`config.mk`:
```
export PLATFORM = sky130hd
export DESIGN_NAME = styler_row_serializer
export DESIGN_NICKNAME = d
export VERILOG_FILES = /design/src/rtl/styler_pkg.sv /design/src/rtl/styler_pix_shifter.sv /design/src/rtl/styler_row_serializer.sv
export SDC_FILE = /design/constraint.sdc
export NUM_CORES = 1
export LEC_CHECK = 0
export ABC_AREA = 1
export CAP_MARGIN = 15
export CORE_MARGIN = 10
export CORE_UTILIZATION = 55
export CTS_BUF_LIST = sky130_fd_sc_hd__clkbuf_8
export DETAILED_ROUTE_END_ITERATION = 10
export HOLD_SLACK_MARGIN = 0.08
export PLACE_DENSITY = 0.85
export SLEW_MARGIN = 20
export SYNTH_ARGS = -nofsm -noshare
export SYNTH_HDL_FRONTEND = slang
export SYNTH_SLANG_ARGS = --single-unit
```
`constraint.sdc`:
```
create_clock -name clk -period 2.05 [get_ports clk]
set_input_delay 0.5125 -clock clk [delete_from_list [all_inputs] [get_ports clk]]
set_output_delay 0.5125 -clock clk [all_outputs]
set_load 0.02 [all_outputs]
```
`src/rtl/styler_pkg.sv`:
```
// Shared constants and types for the character styler pipeline.
package styler_pkg;

  localparam int STYLER_ROW_W   = 16;
  localparam int STYLER_COLOR_W = 4;

  typedef logic [STYLER_COLOR_W-1:0] color_idx_t;

  // Where the pixel for the current cycle comes from.
  typedef enum logic [1:0] {
    SRC_IDLE   = 2'd0,  // no strobe this cycle, outputs hold
    SRC_SHIFT  = 2'd1,  // next bit of the row already in the shifter
    SRC_LOAD   = 2'd2,  // first bit of the held row, rest moves into the shifter
    SRC_STARVE = 2'd3   // strobe with nothing to emit
  } pix_src_e;

endpackage

```
`src/rtl/styler_pix_shifter.sv`:
```
// Shift register for one styled row: data bits, remaining-pixel down-counter
// and the row's fg/bg indices. The first bit of a row is emitted by the parent
// straight from the holding register, so a load stores only the other bits.
module styler_pix_shifter
  import styler_pkg::*;
#(
  parameter int WIDTH     = STYLER_ROW_W,
  parameter int COLOR_W   = STYLER_COLOR_W,
  parameter int MSB_FIRST = 1
) (
  input  logic               clk,
  input  logic               rst_n,
  input  logic               load,
  input  logic               shift,
  input  logic [WIDTH-1:0]   load_bits,
  input  logic [COLOR_W-1:0] load_fg,
  input  logic [COLOR_W-1:0] load_bg,
  output logic               busy,
  output logic               cur_bit,
  output logic               last,
  output logic [COLOR_W-1:0] fg,
  output logic [COLOR_W-1:0] bg
);

  localparam int CNT_W = $clog2(WIDTH + 1);
  localparam logic [CNT_W-1:0] CNT_LOAD = CNT_W'(WIDTH - 1);
  localparam logic [CNT_W-1:0] CNT_ONE  = CNT_W'(1);

  logic [WIDTH-1:0]   data_q;
  logic [CNT_W-1:0]   cnt_q;
  logic [COLOR_W-1:0] fg_q;
  logic [COLOR_W-1:0] bg_q;
  logic [WIDTH-1:0]   load_next;
  logic [WIDTH-1:0]   shift_next;

  // Bit-order mirroring only affects which end the data walks out of.
  always_comb begin
    load_next  = '0;
    shift_next = '0;
    if (MSB_FIRST != 0) begin
      load_next  = load_bits << 1;
      shift_next = data_q << 1;
    end else begin
      load_next  = load_bits >> 1;
      shift_next = data_q >> 1;
    end
  end

  // Row state: load replaces everything, shift consumes one bit while cnt>0.
  always_ff @(posedge clk or negedge rst_n) begin
    if (!rst_n) begin
      data_q <= '0;
      cnt_q  <= '0;
      fg_q   <= '0;
      bg_q   <= '0;
    end else if (load) begin
      data_q <= load_next;
      cnt_q  <= CNT_LOAD;
      fg_q   <= load_fg;
      bg_q   <= load_bg;
    end else if (shift && (cnt_q != '0)) begin
      data_q <= shift_next;
      cnt_q  <= cnt_q - CNT_ONE;
    end
  end

  assign busy    = (cnt_q != '0);
  assign last    = (cnt_q == CNT_ONE);
  assign cur_bit = (MSB_FIRST != 0) ? data_q[WIDTH-1] : data_q[0];
  assign fg      = fg_q;
  assign bg      = bg_q;

endmodule

```
`src/rtl/styler_row_serializer.sv`:
```
// Row serializer: one-row holding register in front of a pixel shifter,
// emitting one colour index per pix_en strobe. The holding register lets the
// styler present the next row while the current one is still shifting out,
// so consecutive rows leave no bubble between them.
module styler_row_serializer
  import styler_pkg::*;
#(
  parameter int WIDTH     = STYLER_ROW_W,
  parameter int COLOR_W   = STYLER_COLOR_W,
  parameter int MSB_FIRST = 1
) (
  input  logic               clk,
  input  logic               rst_n,
  input  logic               in_valid,
  output logic               in_ready,
  input  logic [WIDTH-1:0]   in_bitmap,
  input  logic [COLOR_W-1:0] in_fg,
  input  logic [COLOR_W-1:0] in_bg,
  input  logic               pix_en,
  input  logic               line_active,
  output logic [COLOR_W-1:0] pix_out,
  output logic               pix_valid,
  output logic               pix_last,
  output logic               underrun
);

  logic               hold_full;
  logic [WIDTH-1:0]   hold_bits;
  logic [COLOR_W-1:0] hold_fg;
  logic [COLOR_W-1:0] hold_bg;
  logic               hold_first;
  logic               accept;

  logic               sh_busy;
  logic               sh_bit;
  logic               sh_last;
  logic [COLOR_W-1:0] sh_fg;
  logic [COLOR_W-1:0] sh_bg;
  logic               sh_load;
  logic               sh_shift;

  pix_src_e           src;

  logic [COLOR_W-1:0] nxt_out;
  logic               nxt_valid;
  logic               nxt_last;
  logic               nxt_under;

  // Ready depends only on the holding register; a transfer into the shifter
  // can therefore never coincide with an accept.
  assign in_ready   = ~hold_full;
  assign accept     = in_valid & ~hold_full;
  assign hold_first = (MSB_FIRST != 0) ? hold_bits[WIDTH-1] : hold_bits[0];

  // Pick the pixel source: shifter first, then the held row, else starve.
  always_comb begin
    src = SRC_IDLE;
    if (pix_en) begin
      if (sh_busy) begin
        src = SRC_SHIFT;
      end else if (hold_full) begin
        src = SRC_LOAD;
      end else begin
        src = SRC_STARVE;
      end
    end
  end

  assign sh_load  = (src == SRC_LOAD);
  assign sh_shift = (src == SRC_SHIFT);

  // Next output values; without a strobe the pixel outputs simply hold.
  always_comb begin
    nxt_out   = pix_out;
    nxt_valid = pix_valid;
    nxt_last  = pix_last;
    nxt_under = 1'b0;
    unique case (src)
      SRC_SHIFT: begin
        nxt_out   = sh_bit ? sh_fg : sh_bg;
        nxt_valid = 1'b1;
        nxt_last  = sh_last;
      end
      SRC_LOAD: begin
        nxt_out   = hold_first ? hold_fg : hold_bg;
        nxt_valid = 1'b1;
        nxt_last  = (WIDTH == 1);
      end
      SRC_STARVE: begin
        nxt_out   = '0;
        nxt_valid = 1'b0;
        nxt_last  = 1'b0;
        nxt_under = line_active;
      end
      default: ;
    endcase
  end

  // Holding register: filled on accept, emptied when it moves into the shifter.
  always_ff @(posedge clk or negedge rst_n) begin
    if (!rst_n) begin
      hold_full <= 1'b0;
      hold_bits <= '0;
      hold_fg   <= '0;
      hold_bg   <= '0;
    end else if (accept) begin
      hold_full <= 1'b1;
      hold_bits <= in_bitmap;
      hold_fg   <= in_fg;
      hold_bg   <= in_bg;
    end else if (sh_load) begin
      hold_full <= 1'b0;
    end
  end

  // Registered pixel stream towards the video output stage.
  always_ff @(posedge clk or negedge rst_n) begin
    if (!rst_n) begin
      pix_out   <= '0;
      pix_valid <= 1'b0;
      pix_last  <= 1'b0;
      underrun  <= 1'b0;
    end else begin
      pix_out   <= nxt_out;
      pix_valid <= nxt_valid;
      pix_last  <= nxt_last;
      underrun  <= nxt_under;
    end
  end

  styler_pix_shifter #(
    .WIDTH     (WIDTH),
    .COLOR_W   (COLOR_W),
    .MSB_FIRST (MSB_FIRST)
  ) u_shifter (
    .clk       (clk),
    .rst_n     (rst_n),
    .load      (sh_load),
    .shift     (sh_shift),
    .load_bits (hold_bits),
    .load_fg   (hold_fg),
    .load_bg   (hold_bg),
    .busy      (sh_busy),
    .cur_bit   (sh_bit),
    .last      (sh_last),
    .fg        (sh_fg),
    .bg        (sh_bg)
  );

endmodule

```
==> key figures <==
Timing
  • Period Utilization, post-route: 95.9%
  • # setup viols final: 0
  • Worst clock skew: 0.00347 ns
  • Achievable Freq: 508 MHz
  • Hold Fails Final Rpt: 0
  • Max_slew headroom: 68.3%
  • Tmin final: 1.97 ns
  • Total negative slack: 0 ns
  • Worst Tran Pin Value: 0.476 ns
  • RSZ-0062 raised after global routing: false
  • Slew Limit Fails: 0

GRT
  • Vias in the first global route: 2143
  • First-pass GRT wire length: 9930 µm
  • Total GRT Usage: 14.8%
  • Gr ovfl total: 0
  • Initial antenna violation count: 0
  • Largest net degree at the start of global routing: 29

Die
  • # IOs: 37
  • Chip width: 91.6 µm
  • Core ar.: 5040 µm²
  • Num rows: 26
  • Die area: 8400 µm²
  • Starting density of the core: 56.0%
  • Die Ht: 91.6 µm

Setup path
  • Worst Path Arrival: 1.45 ns
  • Max stage delay on crit path: 0.61 ns
  • Flop-to-flop setup slack: 0.27 ns
  • FF-to-FF path depth: 8
  • Crit path capture type: output port
  • Critical-path top delay cell: clkdlybuf4s50_1
  • R2r startpoint: u_shifter.cnt_q[0]
  • Levels on crit path: 2
  • Setup Crit Path Kind: reg2out
  • Crit path launch: hold_full
  • Worst path buffer plus inverter count: 2
  • Worst setup SP type: flip-flop
  • CP cell instances: inv_6, clkdlybuf4s50_1
  • CP required: 1.54 ns
  • Top delay family on crit path: buffers and inverters
  • Worst r2r dst: u_shifter.fg[0]
  • Worst-path fanout max: 2

Final layout
  • Layout cell share with drive strength beyond 1: 18.6%
  • Final #Nets: 355
  • Commonest cells after routing, fill and taps aside: 80 x nand2_1, 60 x dfrtp_1, 35 x clkdlybuf4s50_1
  • # fillers: 371
  • Area Overhead vs Synth: 21.8%
  • Commonest non-fill, non-tap cell in the layout: nand2_1
  • Diodes inserted: 0

Yosys
  • Synth cell types: 28
  • Seq/Total Area, Yosys: 53.2%
  • Synthesized instance count: 283
  • Syn_nets: 315
  • Synthesis Warnings: 0
  • Seq cells post-synth: 60
  • Cell area after synthesis: 2820 µm²
  • Mean Syn Cell Area: 9.97 µm²

Clock network
  • Post-CTS Resized: 0
  • TritonCTS Sinks: 60
  • Clock root cell: clkbuf_8
  • TritonCTS clock tree: built
  • Clk Latency, worst-skew pair: 0.34 ns
  • Clk buf depth: 2
  • Hold buffer count at CTS: 0
  • Post-CTS Setup Repair Bufs: 0
  • CTS HTree Levels: 3
  • Inserted Clock Buffers: 9
  • Reg clk slew, reported paths: 0.06 ns

Pwr
  • Combinational power share: 29.8%
  • Clk pwr share: 26.4%
  • Switching Share: 33.3%
  • P_int: 3.11 mW
  • Total power: 4.66 mW
  • PD cells: 1360 nW/µm²
  • VDD IR max: 823 µV
  • Register share of total power: 43.8%
  • Switching pwr: 1.55 mW
  • Lkg Pwr: 1.71 nW

Placement
  • Input/output buffers: 36
  • Dpl hpwl: 4120 µm
  • Placer Congestion: 0.834

Drt
  • ANT nets after route: 0
  • Drt pass-1 iters: 4
  • Iter 0 DRT Violations: 157
  • Via count: 2092
  • DRT Wirelength: 5920 µm
  • Post-DR wirelength/cell: 14.9 µm
  • Drt via density: 5.26
  • Remaining DRCs: 0

Outcome
  • Status: complete, no violations

Job
  • Max-cap violations: 0

Hold path
  • Worst Hold Class: in2async
-- cells in the mapped netlist --
cell type,n,area (µm²)
nand2_2,2,12.5
buf_2,2,10.0
inv_4,1,6.26
nor3_1,1,5.00
inv_2,3,11.3
a21oi_1,4,20.0
dfrtp_1,60,1500
buf_4,1,7.51
buf_6,7,78.8
nand2_8,1,20.0
inv_1,22,82.6
nand3_1,25,125
nand3_2,1,10.0
ha_1,3,37.5
o21ai_0,13,65.1
nand4_1,18,113
clkbuf_1,1,3.75
mux2_4,10,150
inv_6,1,8.76
nand2_4,3,33.8
nor2_8,1,20.0
nor2_4,2,22.5
nand3_4,1,17.5
buf_1,2,7.51
nand2_1,80,300
mux2_2,10,113
o21ai_2,2,17.5
nor2_1,6,22.5
-- stage by stage --
stage | hold WS (ns) | util (%) | instance area, µm² | setup slack [ns] | std cells
after floorplan | 0.217 | - | 2820 | 0.610 | 283
after global placement | 0.465 | 63.5 | 3200 | 0.236 | 382
after detailed placement | 0.466 | 63.5 | 3200 | 0.206 | 382
after CTS | 0.121 | 68.2 | 3440 | 0.0481 | 398
after global routing | 0.139 | 68.2 | 3440 | 0.0217 | 398
final | 0.126 | 68.2 | 3440 | 0.0833 | 398
-- worst max-delay path by stage --
stage | to | slack, ns
3_5_place_dp | u_shifter.data_q[9] | 0.21
3_3_place_gp | u_shifter.data_q[9] | 0.24
5_1_grt | in_ready | 0.02
2_1_floorplan | u_shifter.data_q[10] | 0.61
6_report | in_ready | 0.08
4_1_cts | in_ready | 0.05
-- cells by family (layout without fill, tap and decap cells) --
group                    after synthesis  count (layout)  synth area share [%]
buffers and inverters                 40              85                  7.67
adder cells (fa/ha/maj)                3               3                  1.33
AND/OR/NAND/NOR                      141             141                  24.9
AO/OA/AOI/OAI                         19              19                  3.63
flip-flops                            60              60                  53.2
multiplexers                          20              20                  9.31
-- sequential cells by signal, indices dropped and copies added, names as in the netlist --
name	count
hold_bg	4
hold_bits	16
hold_fg	4
hold_full	1
pix_last	1
pix_out	4
pix_valid	1
u_shifter.bg	4
u_shifter.cnt_q	5
u_shifter.data_q	15
u_shifter.fg	4
underrun	1
-- per-layer routing --
metal	track usage (%)	up-vias	wire, µm
met3	4.32	9	342
met5	0	-	0
met1	17.3	1012	2540
met2	24.2	62	2960
met4	7.44	0	82
li1	-	1009	-
-- layout make-up --
cell class,instances,area [µm²],area share (%)
flip-flops and latches,60,1500,43.7
clock buffers,12,165,4.80
well taps,70,87.6,2.55
multi-input cells,183,1100,32.1
inverters,27,109,3.17
clock inverters,4,70.1,2.04
repair buffers,42,400,11.6
-- power by group through the flow --
stage	registers [mW]	clock network [mW]	logic (mW)
floorplan	1.96	0	1.05
finish	2.04	1.23	1.39
global route	2.10	1.31	1.53
CTS	2.04	1.25	1.40
detailed placement	2.05	0	1.38
global placement	2.03	0	1.31
(Power assumes the default switching activity.)
